[src/rtl/branch_sequencer.sv]
// Multicycle branch-resolution controller: captures a branch request, resolves it in a
// dedicated EVAL cycle and commits a registered next-PC. Optional statistics: BRANCH_SEQ_STATS_EN.
module branch_sequencer #(
    parameter int WORD_SIZE = 32,
    parameter int CNT_WIDTH = 16
) (
    input  logic                 clk,
    input  logic                 reset,
    input  logic                 start,
    input  logic [2:0]           branch_type,
    input  logic [WORD_SIZE-1:0] reg_a,
    input  logic [WORD_SIZE-1:0] reg_b,
    input  logic [WORD_SIZE-1:0] pc_plus4,
    input  logic [WORD_SIZE-1:0] branch_target,
    output logic                 busy,
    output logic                 done,
    output logic                 taken,
    output logic                 pc_write,
    output logic [WORD_SIZE-1:0] next_pc,
    output logic                 illegal,
    output logic [CNT_WIDTH-1:0] taken_count,
    output logic [CNT_WIDTH-1:0] not_taken_count,
    output logic [1:0]           state_dbg
);

    typedef enum logic [1:0] {
        IDLE   = 2'd0,
        EVAL   = 2'd1,
        COMMIT = 2'd2
    } state_t;

    state_t               state;
    logic [2:0]           type_q;
    logic [WORD_SIZE-1:0] a_q;
    logic [WORD_SIZE-1:0] b_q;
    logic [WORD_SIZE-1:0] pc4_q;
    logic [WORD_SIZE-1:0] target_q;
    logic                 cond;
    logic                 cond_illegal;

    assign state_dbg = state;

    // Resolution works only on the captured copies, never on the live inputs.
    always_comb begin
        cond         = 1'b0;
        cond_illegal = 1'b0;
        case (type_q)
            3'b000:  cond = 1'b0;
            3'b001:  cond = (a_q == b_q);
            3'b010:  cond = (a_q != b_q);
            3'b011:  cond = ($signed(a_q) <  $signed(b_q));
            3'b100:  cond = ($signed(a_q) <= $signed(b_q));
            default: cond_illegal = 1'b1;
        endcase
    end

    // Handshake: start is accepted only in IDLE (busy low); each accepted start yields
    // exactly one done pulse two cycles later, and requests seen while busy are dropped.
    always_ff @(posedge clk or posedge reset) begin
        if (reset) begin
            state    <= IDLE;
            busy     <= 1'b0;
            done     <= 1'b0;
            taken    <= 1'b0;
            pc_write <= 1'b0;
            illegal  <= 1'b0;
            next_pc  <= '0;
            type_q   <= '0;
            a_q      <= '0;
            b_q      <= '0;
            pc4_q    <= '0;
            target_q <= '0;
        end else begin
            case (state)
                IDLE: begin
                    done     <= 1'b0;
                    pc_write <= 1'b0;
                    illegal  <= 1'b0;
                    if (start) begin
                        type_q   <= branch_type;
                        a_q      <= reg_a;
                        b_q      <= reg_b;
                        pc4_q    <= pc_plus4;
                        target_q <= branch_target;
                        busy     <= 1'b1;
                        state    <= EVAL;
                    end
                end
                EVAL: begin
                    taken    <= cond;
                    next_pc  <= cond ? target_q : pc4_q;
                    pc_write <= cond;
                    illegal  <= cond_illegal;
                    done     <= 1'b1;
                    state    <= COMMIT;
                end
                COMMIT: begin
                    done     <= 1'b0;
                    pc_write <= 1'b0;
                    illegal  <= 1'b0;
                    busy     <= 1'b0;
                    state    <= IDLE;
                end
                default: begin
                    busy  <= 1'b0;
                    state <= IDLE;
                end
            endcase
        end
    end

`ifdef BRANCH_SEQ_STATS_EN
    // Saturating counters updated on the same edge that registers the decision.
    always_ff @(posedge clk or posedge reset) begin
        if (reset) begin
            taken_count     <= '0;
            not_taken_count <= '0;
        end else if (state == EVAL) begin
            if (cond) begin
                if (taken_count != '1)
                    taken_count <= taken_count + CNT_WIDTH'(1);
            end else begin
                if (not_taken_count != '1)
                    not_taken_count <= not_taken_count + CNT_WIDTH'(1);
            end
        end
    end
`else
    assign taken_count     = '0;
    assign not_taken_count = '0;
`endif

endmodule
[config.mk]
export PLATFORM = sky130hd
export DESIGN_NAME = branch_sequencer
export DESIGN_NICKNAME = d
export VERILOG_FILES = /design/src/rtl/branch_sequencer.sv
export SDC_FILE = /design/constraint.sdc
export NUM_CORES = 1
export LEC_CHECK = 0
export ABC_CLOCK_PERIOD_IN_PS = 15650
export CORE_AREA = 8 8 143 145
export CTS_CLUSTER_DIAMETER = 100
export DETAILED_ROUTE_END_ITERATION = 8
export DIE_AREA = 0 0 151 153
export GPL_TIMING_DRIVEN = 0
export PLACE_DENSITY = 0.78
export RECOVER_POWER = 50
export SYNTH_ARGS = -nofsm -noshare
export SYNTH_HDL_FRONTEND = slang
export SYNTH_SLANG_ARGS = --single-unit
export TNS_END_PERCENT = 1
[constraint.sdc]
create_clock -name clk -period 15.65 [get_ports clk]
set_input_delay 3.13 -clock clk [delete_from_list [all_inputs] [get_ports clk]]
set_output_delay 3.13 -clock clk [all_outputs]
set_load 0.01 [all_outputs]
==> Yosys cells after proc, flatten, opt, wreduce, memory -nomap -nowiden <==
Cells that the tools add are included.
W data, S select, Z words.
{ "totals": {"output_inout_bits": 71, "ff_bits": 170, "inputBits": 134, "word_cells": 41} }
{ "op_classes": {"n_mux": 10, "n_bitwise": 1, "n_eq_ne": 9, "n_reduce_logical": 7, "order_cmp": 2} }
{ "op_table": {"columns": ["operator", "n"], "rows": [
  ["$eq A32 B32 Y1", 1],
  ["$le A32 B32 Y1", 1],
  ["$lt A32 B32 Y1", 1],
  ["$mux W32", 1],
  ["$ne A32 B32 Y1", 1],
  ["$pmux W1 S2", 4],
  ["$eq A3 B2 Y1 const B", 2],
  ["$reduce_or A5 Y1", 1],
  ["$pmux W1 S4", 1],
  ["$pmux W2 S2", 1],
  ["$reduce_and A2 Y1", 2],
  ["$eq A3 B1 Y1 const B", 1],
  ["$eq A3 B3 Y1 const B", 1],
  ["$logic_not A3 Y1", 1],
  ["$eq A2 B1 Y1 const B", 1],
  ["$eq A2 B2 Y1 const B", 1],
  ["$logic_not A2 Y1", 1],
  ["$mux W1", 2],
  ["$mux W2", 1],
  ["$ne A2 B2 Y1 const B", 1],
  ["$reduce_bool A2 Y1", 1],
  ["$reduce_or A2 Y1", 1],
  ["$not A1 Y1", 1]
]} }

==> Depth between registers and ports, before layout <==
Gate-level depths: netlist (run 1).
{ "logic_depth": {"word_depth": 4, "ltp_mapped": 12, "depth_no_buf": 10} }

==> Least setup slack after synthesis (run 1) <==
No wires, ideal clock.
{ "synth_timing": {"path_type": "input to register", "start": "input port start", "end": "register a_q[1]", "setup_ns": 0.125, "path_buffers": 2, "t_arrival_ns": 4.430, "path_stages": 4, "setup_slack_ns": 11.095, "cell_sequence": "nor3b_1 > clkbuf_1 > clkbuf_1 > mux2_2"} }
{ "synth_via": {"elab_chain_cells": 1} }
{ "synth_lines": {"columns": ["element", "line", "text"], "rows": [
  ["from (decl)", "9", "input logic start,"],
  ["$reduce_and A2 Y1 (no line)", null, null],
  ["to (signal assigned)", "81", "a_q <= reg_a;"],
  ["to (decl)", "34", "logic [WORD_SIZE-1:0] a_q;"]
]} }
Every way passes these cells.
A chain may end at the register's enable or synchronous reset.

==> results of run 1 <==
## path summary, 6_finish.rpt
path | startpoint | endpoint | cells after the start | slack, ns
setup / recovery | reset | next_pc[2] | 2 | 9.80
hold / removal | done | done | 1 | 0.48
setup reg to reg | a_q[31] | next_pc[15] | 11 | 11.56
hold reg to reg | done | done | 1 | 0.48
max in group clk | start | b_q[31] | 6 | 10.11
min in group asynchronous | reset | target_q[9] | 2 | 4.25
## final cells by class
type | count | area [µm²] | area share [%]
flip-flops and latches | 170 | 4250 | 41.3
inverters | 36 | 136 | 1.32
clock buffers | 24 | 502 | 4.87
repair buffers | 173 | 1750 | 17.0
diodes | 2 | 5.00 | 0.0485
multi-input cells | 397 | 2960 | 28.7
clock inverters | 7 | 65.1 | 0.631
well taps | 234 | 293 | 2.84
plain buffers | 61 | 349 | 3.39
## state kept, by name, summed over array words and instances (netlist names)
register and count:
busy 1, type_q 3, illegal 1, a_q 32
pc4_q 32, target_q 32, next_pc 32, state_dbg 2
b_q 32, done 1, pc_write 1, taken 1
## cells in the mapped netlist, types with 3 or more instances
cell      number  area share (%)
nand2_1       42             2.1
buf_12         3            0.79
mux2_2        98              14
o21ai_0       40             2.6
dfrtp_1      170              56
clkbuf_1      25             1.2
nor2_1        36             1.8
buf_4         32             3.1
a21oi_1       48             3.1
nand4_1        7            0.57
mux2i_1       33             4.3
inv_1         36             1.8
ha_1          32             5.2
## routing by layer
layer  GRT usage (%)  up-vias  part of all wire, %  wire [µm]
li1                -     2571                    -          -
met1            21.6     2654                   43       8340
met2            29.1      125                   51       9820
met3            4.10       15                  5.2       1010
met4            5.52        0                  1.3        261
met5               0        -                    0          0
## cell families after synthesis
family                     count (synthesis)  share of synthesized area [%]
DFF                                      170                           55.6
muxes                                    131                           18.8
AOI/OAI and AO/OA                        104                           7.54
and+or+nand+nor                           98                           5.71
buffers and inverters                     97                           7.07
adders and majority gates                 32                           5.24
other                                      1                         0.0490
## per-stage QoR
step,worst slack (ns),utilization (%),std cells,area [µm²],hold slack [ns]
finish,9.80,56.4,1104,10300,0.478
global route,9.20,56.4,1104,10300,0.518
CTS,10.01,56.8,1102,10400,0.484
detailed placement,9.62,53.7,1071,9810,0.471
global placement,5.58,53.5,1070,9780,0.462
floorplan,7.92,-,664,7760,0.480
## power by group through the flow
stage,logic (µW),clock network [µW],registers (µW)
2_1_floorplan,316,0,653
3_3_place_gp,535,0,643
3_5_place_dp,552,0,647
6_report,528,404,641
4_1_cts,556,413,641
5_1_grt,585,430,657
## worst register-to-register path: cells and delay by family (launching register included)
kind / cells / cell delay (ns)
flip-flops: 1 / 0.38
AO/OA/AOI/OAI: 4 / 0.90
buffers and inverters: 2 / 1.13
multiplexers: 1 / 0.29
AND/OR/NAND/NOR: 3 / 0.84
adder cells (fa/ha/maj): 1 / 0.42
## layout by cell type, fill, tap and decap left out, types with 31 or more instances in the layout
master | synthesis | final
a21oi_1 | 48 | 48
buf_4 | 32 | 32
clkbuf_1 | 25 | 31
clkdlybuf4s50_1 | 0 | 171
conb_1 | 1 | 32
dfrtp_1 | 170 | 170
ha_1 | 32 | 32
inv_1 | 36 | 35
mux2_2 | 98 | 98
mux2i_1 | 33 | 33
nand2_1 | 42 | 42
nor2_1 | 36 | 36
o21ai_0 | 40 | 40
==> impl_metrics.ini, run 1 <==
[run_status]
run_status = complete, but fails checks
violations = capacitance limit, slew limit

[routing]
remaining_drc_errors = 0
via_count = 5365
length_of_the_first_detailed_routing_pass_in_iterations = 4
post_drt_wl_per_cell_um = 17.6
drt_iter0_markers = 239
final_antenna_net_count = 0
drt_via_density = 4.86
final_routed_wirelength_mm = 19.4

[grt]
first_global_vias = 5883
grt_usage_pct = 17.4
wire_length_of_the_first_global_routing_pass_mm = 31.3
grt_max_degree = 92
antenna_found_initial = 2
grt_remaining_overflow = 0

[power]
power.share.clock_pct = 25.7
seq_power_share_pct = 40.7
leakagePower_uw = 0.00457
power.total_uw = 1570
internal_power_uw = 1090
vdd_ir_drop_max_mv = 0.0791
sw_frac_of_total_pct = 30.8
power.combinational.fraction_pct = 33.6
power_density_nw_per_um2 = 153
switching_power_uw = 484

[finish]
num-fill-cells = 1563
synthToLayoutAreaGrowth_pct = 34.8
post_route_cells_drive_above_1_share_pct = 18.9
finish.net_count = 1022

[clock_tree]
clock_sink_count = 170
cts_htree_levels = 4
cts.repair_timing.setup_buffer_count = 0
ctsResizeCount = 0
cts_root_buf = clkbuf_16
cts.clk_slew.worst_paths_ns = 0.06
cts-buffers-inserted = 17
ctsLongestPathBuffers = 2
worstSkewPairLatency_ns = 0.42
count_of_hold_fix_buffers_inserted_at_cts = 0
tritoncts = built

[setup_path]
end_kind = asynchronous set/reset pin
critPathArrivalTime_ns = 5.77
cp_cell_sequence = dlygate4sd3_1, clkinvlp_2
cp.required_ns = 15.57
count_of_buffering_cells_on_the_critical_path_with_inverters_included = 2
slowest_delay_ns = 2.02
worst_setup_path_start_kind = input pin
worstSetupPathType = input pin to asynchronous set/reset pin
critical_path_s_top_delay_family = buffers and inverters
critical-path-slowest-cell = clkinvlp_2
timing.critical_path.fanout_max = 80

[synth]
yosysUniqueCellTypes = 38
synth_area_per_cell_um2 = 12.1
synth-edff-count = 0
syn-instance-count = 633
yosysSeqAreaShare_pct = 55.6
syn-cell-area_um2 = 7650
synth.ff_latch_count = 170
asyncSetResetFlopFracSynth_pct = 100
synthesis_warning_total = 0
synth_flop_cell = dfrtp_1

[sta]
post-route-period-util_pct = 37.4
setup_viol_count_final = 0
min_period_ns = 5.85
worst_clock_skew_ns = 0.0131
timing.slew.headroom_pct = -142
fin_setup_tns_ns = 0
tightestPinTransition_ns = 3.61
rsz_0062_raised_after_global_routing = false
achievable-frequency_mhz = 171
timing_hold_violations_final = 0
number_of_max_slew_violations_in_the_final_report = 80

[die]
start_util_pct = 41.9
std_cell_rows = 50
chipHeight_um = 153
core_um2 = 18300
i_o_pin_total = 205
die-area_um2 = 23100
die-width_um = 151

[placement]
numPortBuffers = 172
globalplace.congestion = 0.772
detailedPlacementHpwl_mm = 14.7

[worst_hold_path]
holdCritPathClass = register to register

[run]
maxCapViolations = 1
(Power assumes the default switching activity.)
==> run 2: changes to the inputs <==
--- a/config.mk
+++ b/config.mk
@@ -5,7 +5,7 @@
 export SDC_FILE = /design/constraint.sdc
 export NUM_CORES = 1
 export LEC_CHECK = 0
-export ABC_CLOCK_PERIOD_IN_PS = 15650
+export ABC_CLOCK_PERIOD_IN_PS = 5400
 export CORE_AREA = 8 8 143 145
 export CTS_CLUSTER_DIAMETER = 100
 export DETAILED_ROUTE_END_ITERATION = 8
==> constraint.sdc (replaced) <==
create_clock -name clk -period 5.4 [get_ports clk]
set_input_delay 1.08 -clock clk [delete_from_list [all_inputs] [get_ports clk]]
set_output_delay 1.08 -clock clk [all_outputs]
set_load 0.01 [all_outputs]
==> impl_metrics.ini, run 2 (synthesis results as in run 1) <==
[sta]
rsz_0062_raised_after_global_routing = false
timing.slew.headroom_pct = -56.8
fin_setup_tns_ns = 0
setup_viol_count_final = 0
final_hold_slack_ns = 0.488
post-route-period-util_pct = 67.6
tightestPinTransition_ns = 2.35
min_period_ns = 3.65
timing_hold_violations_final = 0
worst_clock_skew_ns = 0.00779
achievable-frequency_mhz = 274
number_of_max_slew_violations_in_the_final_report = 38
final_critical_path_setup_slack_ns = 1.75

[setup_path]
timing.critical_path.fanout_max = 40
count_of_buffering_cells_on_the_critical_path_with_inverters_included = 3
critical_path_s_top_delay_family = buffers and inverters
slowest_delay_ns = 1.72
end_kind = asynchronous set/reset pin
worst_setup_path_start_kind = input pin
cp_cell_sequence = dlygate4sd3_1, clkinvlp_2, clkbuf_1
critical_path.reg2reg.startpoint = a_q[31]
worstSetupPathType = input pin to asynchronous set/reset pin
cp.required_ns = 5.44
critPathArrivalTime_ns = 3.69
r2r_slack_ns = 2.21
critical-path-slowest-cell = clkbuf_1
critical_path.reg2reg.endpoint = next_pc[20]
rr_worst_depth = 11

[worst_hold_path]
whs_endpoint = done
holdPathStages = 1
worstHoldStart = done
holdCritPathClass = register to register

[routing]
via_count = 5375
final_routed_wirelength_mm = 19.3
drt_via_density = 4.86
length_of_the_first_detailed_routing_pass_in_iterations = 4
drt_iter0_markers = 255
post_drt_wl_per_cell_um = 17.5
remaining_drc_errors = 0
final_antenna_net_count = 0

[run]
maxCapViolations = 1

[clock_tree]
count_of_hold_fix_buffers_inserted_at_cts = 0
cts-buffers-inserted = 17
worstSkewPairLatency_ns = 0.42
cts.clk_slew.worst_paths_ns = 0.06
cts_htree_levels = 4
cts.repair_timing.setup_buffer_count = 0
ctsResizeCount = 0
tritoncts = built
cts_root_buf = clkbuf_16
ctsLongestPathBuffers = 2
clock_sink_count = 170

[run_status]
violations = capacitance limit, slew limit
run_status = complete, but fails checks

[grt]
grt_max_degree = 43
first_global_vias = 5879
grt_remaining_overflow = 0
wire_length_of_the_first_global_routing_pass_mm = 31.0
antenna_found_initial = 1
grt_usage_pct = 17.1

[die]
start_util_pct = 41.9
i_o_pin_total = 205
die-area_um2 = 23100
die-width_um = 151
chipHeight_um = 153
std_cell_rows = 50
core_um2 = 18300

[placement]
globalplace.congestion = 0.765
minimum_setup_slack_after_placement_ns = 1.49
detailedPlacementHpwl_mm = 14.9
numPortBuffers = 172

[power]
power.share.clock_pct = 26.0
internal_power_uw = 3200
seq_power_share_pct = 40.1
switching_power_uw = 1420
sw_frac_of_total_pct = 30.8
power.combinational.fraction_pct = 33.9
vdd_ir_drop_max_mv = 0.247
power.total_uw = 4620
leakagePower_uw = 0.00462
power_density_nw_per_um2 = 443

[finish]
post_route_cells_drive_above_1_share_pct = 19.7
finish.net_count = 1025
synthToLayoutAreaGrowth_pct = 36.3
num-fill-cells = 1541
most_common_cell_after_layout_fill_and_taps_aside = dfrtp_1
final_cell_mix = 170 x dfrtp_1, 155 x clkdlybuf4s50_1, 98 x mux2_2
-- run 2: cell count changes in the layout (fill, tap and decap cells not counted), moves of 2 or more --
cell / change
dlygate4sd3_1: +16
clkinv_4: +2
clkbuf_8: -3
inv_6: +2
clkdlybuf4s50_1: -16
clkbuf_1: -3
buf_12: +6
-- run 2: cell type report --
cell class	instances	area, µm²	share of cell area (%)
flip-flops and latches	170	4250	40.8
multi-input cells	397	2970	28.5
repair buffers	176	1790	17.1
clock buffers	21	460	4.42
plain buffers	61	405	3.89
well taps	234	293	2.81
inverters	36	136	1.31
clock inverters	10	118	1.13
diodes	1	2.50	0.0240
-- run 2: metal layers --
metal	up-vias	GRT usage [%]	routed length, µm
li1	2566	-	-
met1	2655	21.0	8110
met2	129	28.8	9790
met3	25	3.63	1040
met4	0	6.08	386
met5	-	0	0
-- run 2: power by group through the flow --
stage	Sequential [µW]	Combinational [µW]	Clock, µW
2_1_floorplan	1890	917	0
3_3_place_gp	1860	1550	0
3_5_place_dp	1880	1600	0
4_1_cts	1860	1610	1230
5_1_grt	1900	1720	1280
6_report	1850	1570	1200
-- run 2: how the worst max path moves through the flow --
stage,start,to,slack [ns],depth (start not counted)
2_1_floorplan,reset,a_q[0],2.15,1
3_3_place_gp,reset,a_q[9],0.72,2
3_5_place_dp,start,b_q[29],1.49,6
4_1_cts,start,b_q[29],1.88,6
5_1_grt,reset,next_pc[27],1.28,3
6_report,reset,target_q[28],1.75,3
-- run 2: per-stage QoR --
stage,utilization [%],area [µm²],instances
2_1_floorplan,-,7770,664
3_3_place_gp,53.5,9780,1070
3_5_place_dp,54.0,9860,1074
4_1_cts,57.1,10400,1105
5_1_grt,57.1,10400,1106
6_report,57.1,10400,1106
==> run 3: changes to the inputs <==
--- a/config.mk
+++ b/config.mk
@@ -5,7 +5,7 @@
 export SDC_FILE = /design/constraint.sdc
 export NUM_CORES = 1
 export LEC_CHECK = 0
-export ABC_CLOCK_PERIOD_IN_PS = 5400
+export ABC_CLOCK_PERIOD_IN_PS = 3800
 export CORE_AREA = 8 8 143 145
 export CTS_CLUSTER_DIAMETER = 100
 export DETAILED_ROUTE_END_ITERATION = 8
==> constraint.sdc (replaced) <==
create_clock -name clk -period 3.8 [get_ports clk]
set_input_delay 0.76 -clock clk [delete_from_list [all_inputs] [get_ports clk]]
set_output_delay 0.76 -clock clk [all_outputs]
set_load 0.01 [all_outputs]
==> impl_metrics.ini, run 3 (synthesis results as in run 1) <==
[routing]
final_antenna_net_count = 0
remaining_drc_errors = 0
drt_via_density = 4.86
length_of_the_first_detailed_routing_pass_in_iterations = 4
drt_iter0_markers = 255
final_routed_wirelength_mm = 19.3
via_count = 5375
post_drt_wl_per_cell_um = 17.5

[clock_tree]
cts.clk_slew.worst_paths_ns = 0.06
ctsResizeCount = 0
count_of_hold_fix_buffers_inserted_at_cts = 0
worstSkewPairLatency_ns = 0.42
tritoncts = built
clock_sink_count = 170
cts-buffers-inserted = 17
cts.repair_timing.setup_buffer_count = 0
cts_root_buf = clkbuf_16
cts_htree_levels = 4
ctsLongestPathBuffers = 2

[grt]
grt_max_degree = 43
first_global_vias = 5879
antenna_found_initial = 1
grt_usage_pct = 17.1
grt_remaining_overflow = 0
wire_length_of_the_first_global_routing_pass_mm = 31.0

[power]
power.total_uw = 6560
vdd_ir_drop_max_mv = 0.351
leakagePower_uw = 0.00463
power_density_nw_per_um2 = 629

[die]
chipHeight_um = 153
die-width_um = 151
die-area_um2 = 23100
std_cell_rows = 50
start_util_pct = 41.9
core_um2 = 18300
i_o_pin_total = 205

[worst_hold_path]
holdPathStages = 1
holdCritPathClass = register to register
worstHoldStart = done
whs_endpoint = done

[placement]
globalplace.congestion = 0.765
numPortBuffers = 172
post_dp_cell_area_um2 = 9860
detailedPlacementHpwl_mm = 14.9

[sta]
achievable-frequency_mhz = 313
tightestPinTransition_ns = 1.95
setup_viol_count_final = 0
rsz_0062_raised_after_global_routing = false
timing.slew.headroom_pct = -30.2
worst_clock_skew_ns = 0.00870
min_period_ns = 3.19
number_of_max_slew_violations_in_the_final_report = 38
post-route-period-util_pct = 84.0
timing_hold_violations_final = 0

[finish]
final_cell_mix = 170 x dfrtp_1, 154 x clkdlybuf4s50_1, 98 x mux2_2
most_common_cell_after_layout_fill_and_taps_aside = dfrtp_1
finish.net_count = 1025
post_route_cells_drive_above_1_share_pct = 19.7
synthToLayoutAreaGrowth_pct = 36.4
post-route-cell-area_um2 = 10400

[setup_path]
worst_setup_path_start_kind = register
rr_worst_depth = 11
critical_path.reg2reg.endpoint = next_pc[20]
critPathArrivalTime_ns = 3.47
cp.required_ns = 4.08
critical_path.reg2reg.startpoint = a_q[31]
worstSetupPathType = register to register
end_kind = register
timing.critical_path.fanout_max = 10
r2r_slack_ns = 0.61

[run_status]
violations = capacitance limit, slew limit
run_status = complete, but fails checks

[run]
maxCapViolations = 1
[run 3: worst max-delay path, cell delays in order, from the launching register on]
cell	delay (ns)
dfrtp_1	0.40
ha_1	0.43
nand4_2	0.17
nor4_1	0.49
nor2_1	0.15
a31oi_2	0.28
o32ai_1	0.15
a211oi_2	0.28
buf_6	0.22
buf_12	0.17
mux2i_1	0.22
a21oi_1	0.09
[run 3: worst max-delay path by stage]
stage,end,from,slack (ns)
after global routing,next_pc[27],reset,0.34
final,next_pc[20],a_q[31],0.61
after floorplan,a_q[0],reset,0.87
after global placement,a_q[9],reset,-0.56
after detailed placement,b_q[29],start,0.21
after CTS,b_q[29],start,0.60
[run 3: area by class of cell]
type,count,area [µm²]
clock inverters,10,118
well taps,234,293
multi-input cells,397,2970
flip-flops and latches,170,4250
diodes,1,2.50
clock buffers,21,460
fillers,1540,7840
inverters,36,136
repair buffers,176,1790
plain buffers,61,405
[run 3: stage by stage]
stage | utilization (%) | hold WS [ns] | setup WS, ns | instances | setup TNS [ns]
3_5_place_dp | 54.0 | 0.480 | 0.206 | 1074 | 0
3_3_place_gp | 53.5 | 0.461 | -0.556 | 1070 | -91.94
4_1_cts | 57.1 | 0.495 | 0.597 | 1105 | 0
6_report | 57.1 | 0.488 | 0.609 | 1106 | 0
5_1_grt | 57.1 | 0.519 | 0.339 | 1106 | 0
2_1_floorplan | - | 0.480 | 0.871 | 664 | 0
[run 3: power by group]
part | switching (µW) | internal, µW | leakage (µW) | total [µW]
sequential | 277 | 2350 | 0.00199 | 2630
clock | 702 | 1000 | 0.000284 | 1700
combinational | 1040 | 1180 | 0.00237 | 2230
total | 2020 | 4540 | 0.00463 | 6560
[run 3: per-layer routing]
layer / wire length [µm] / global-route usage [%]
met2: 9820 / 28.8
met3: 975 / 3.63
met4: 354 / 6.08
met1: 8190 / 21.0
met5: 0 / 0
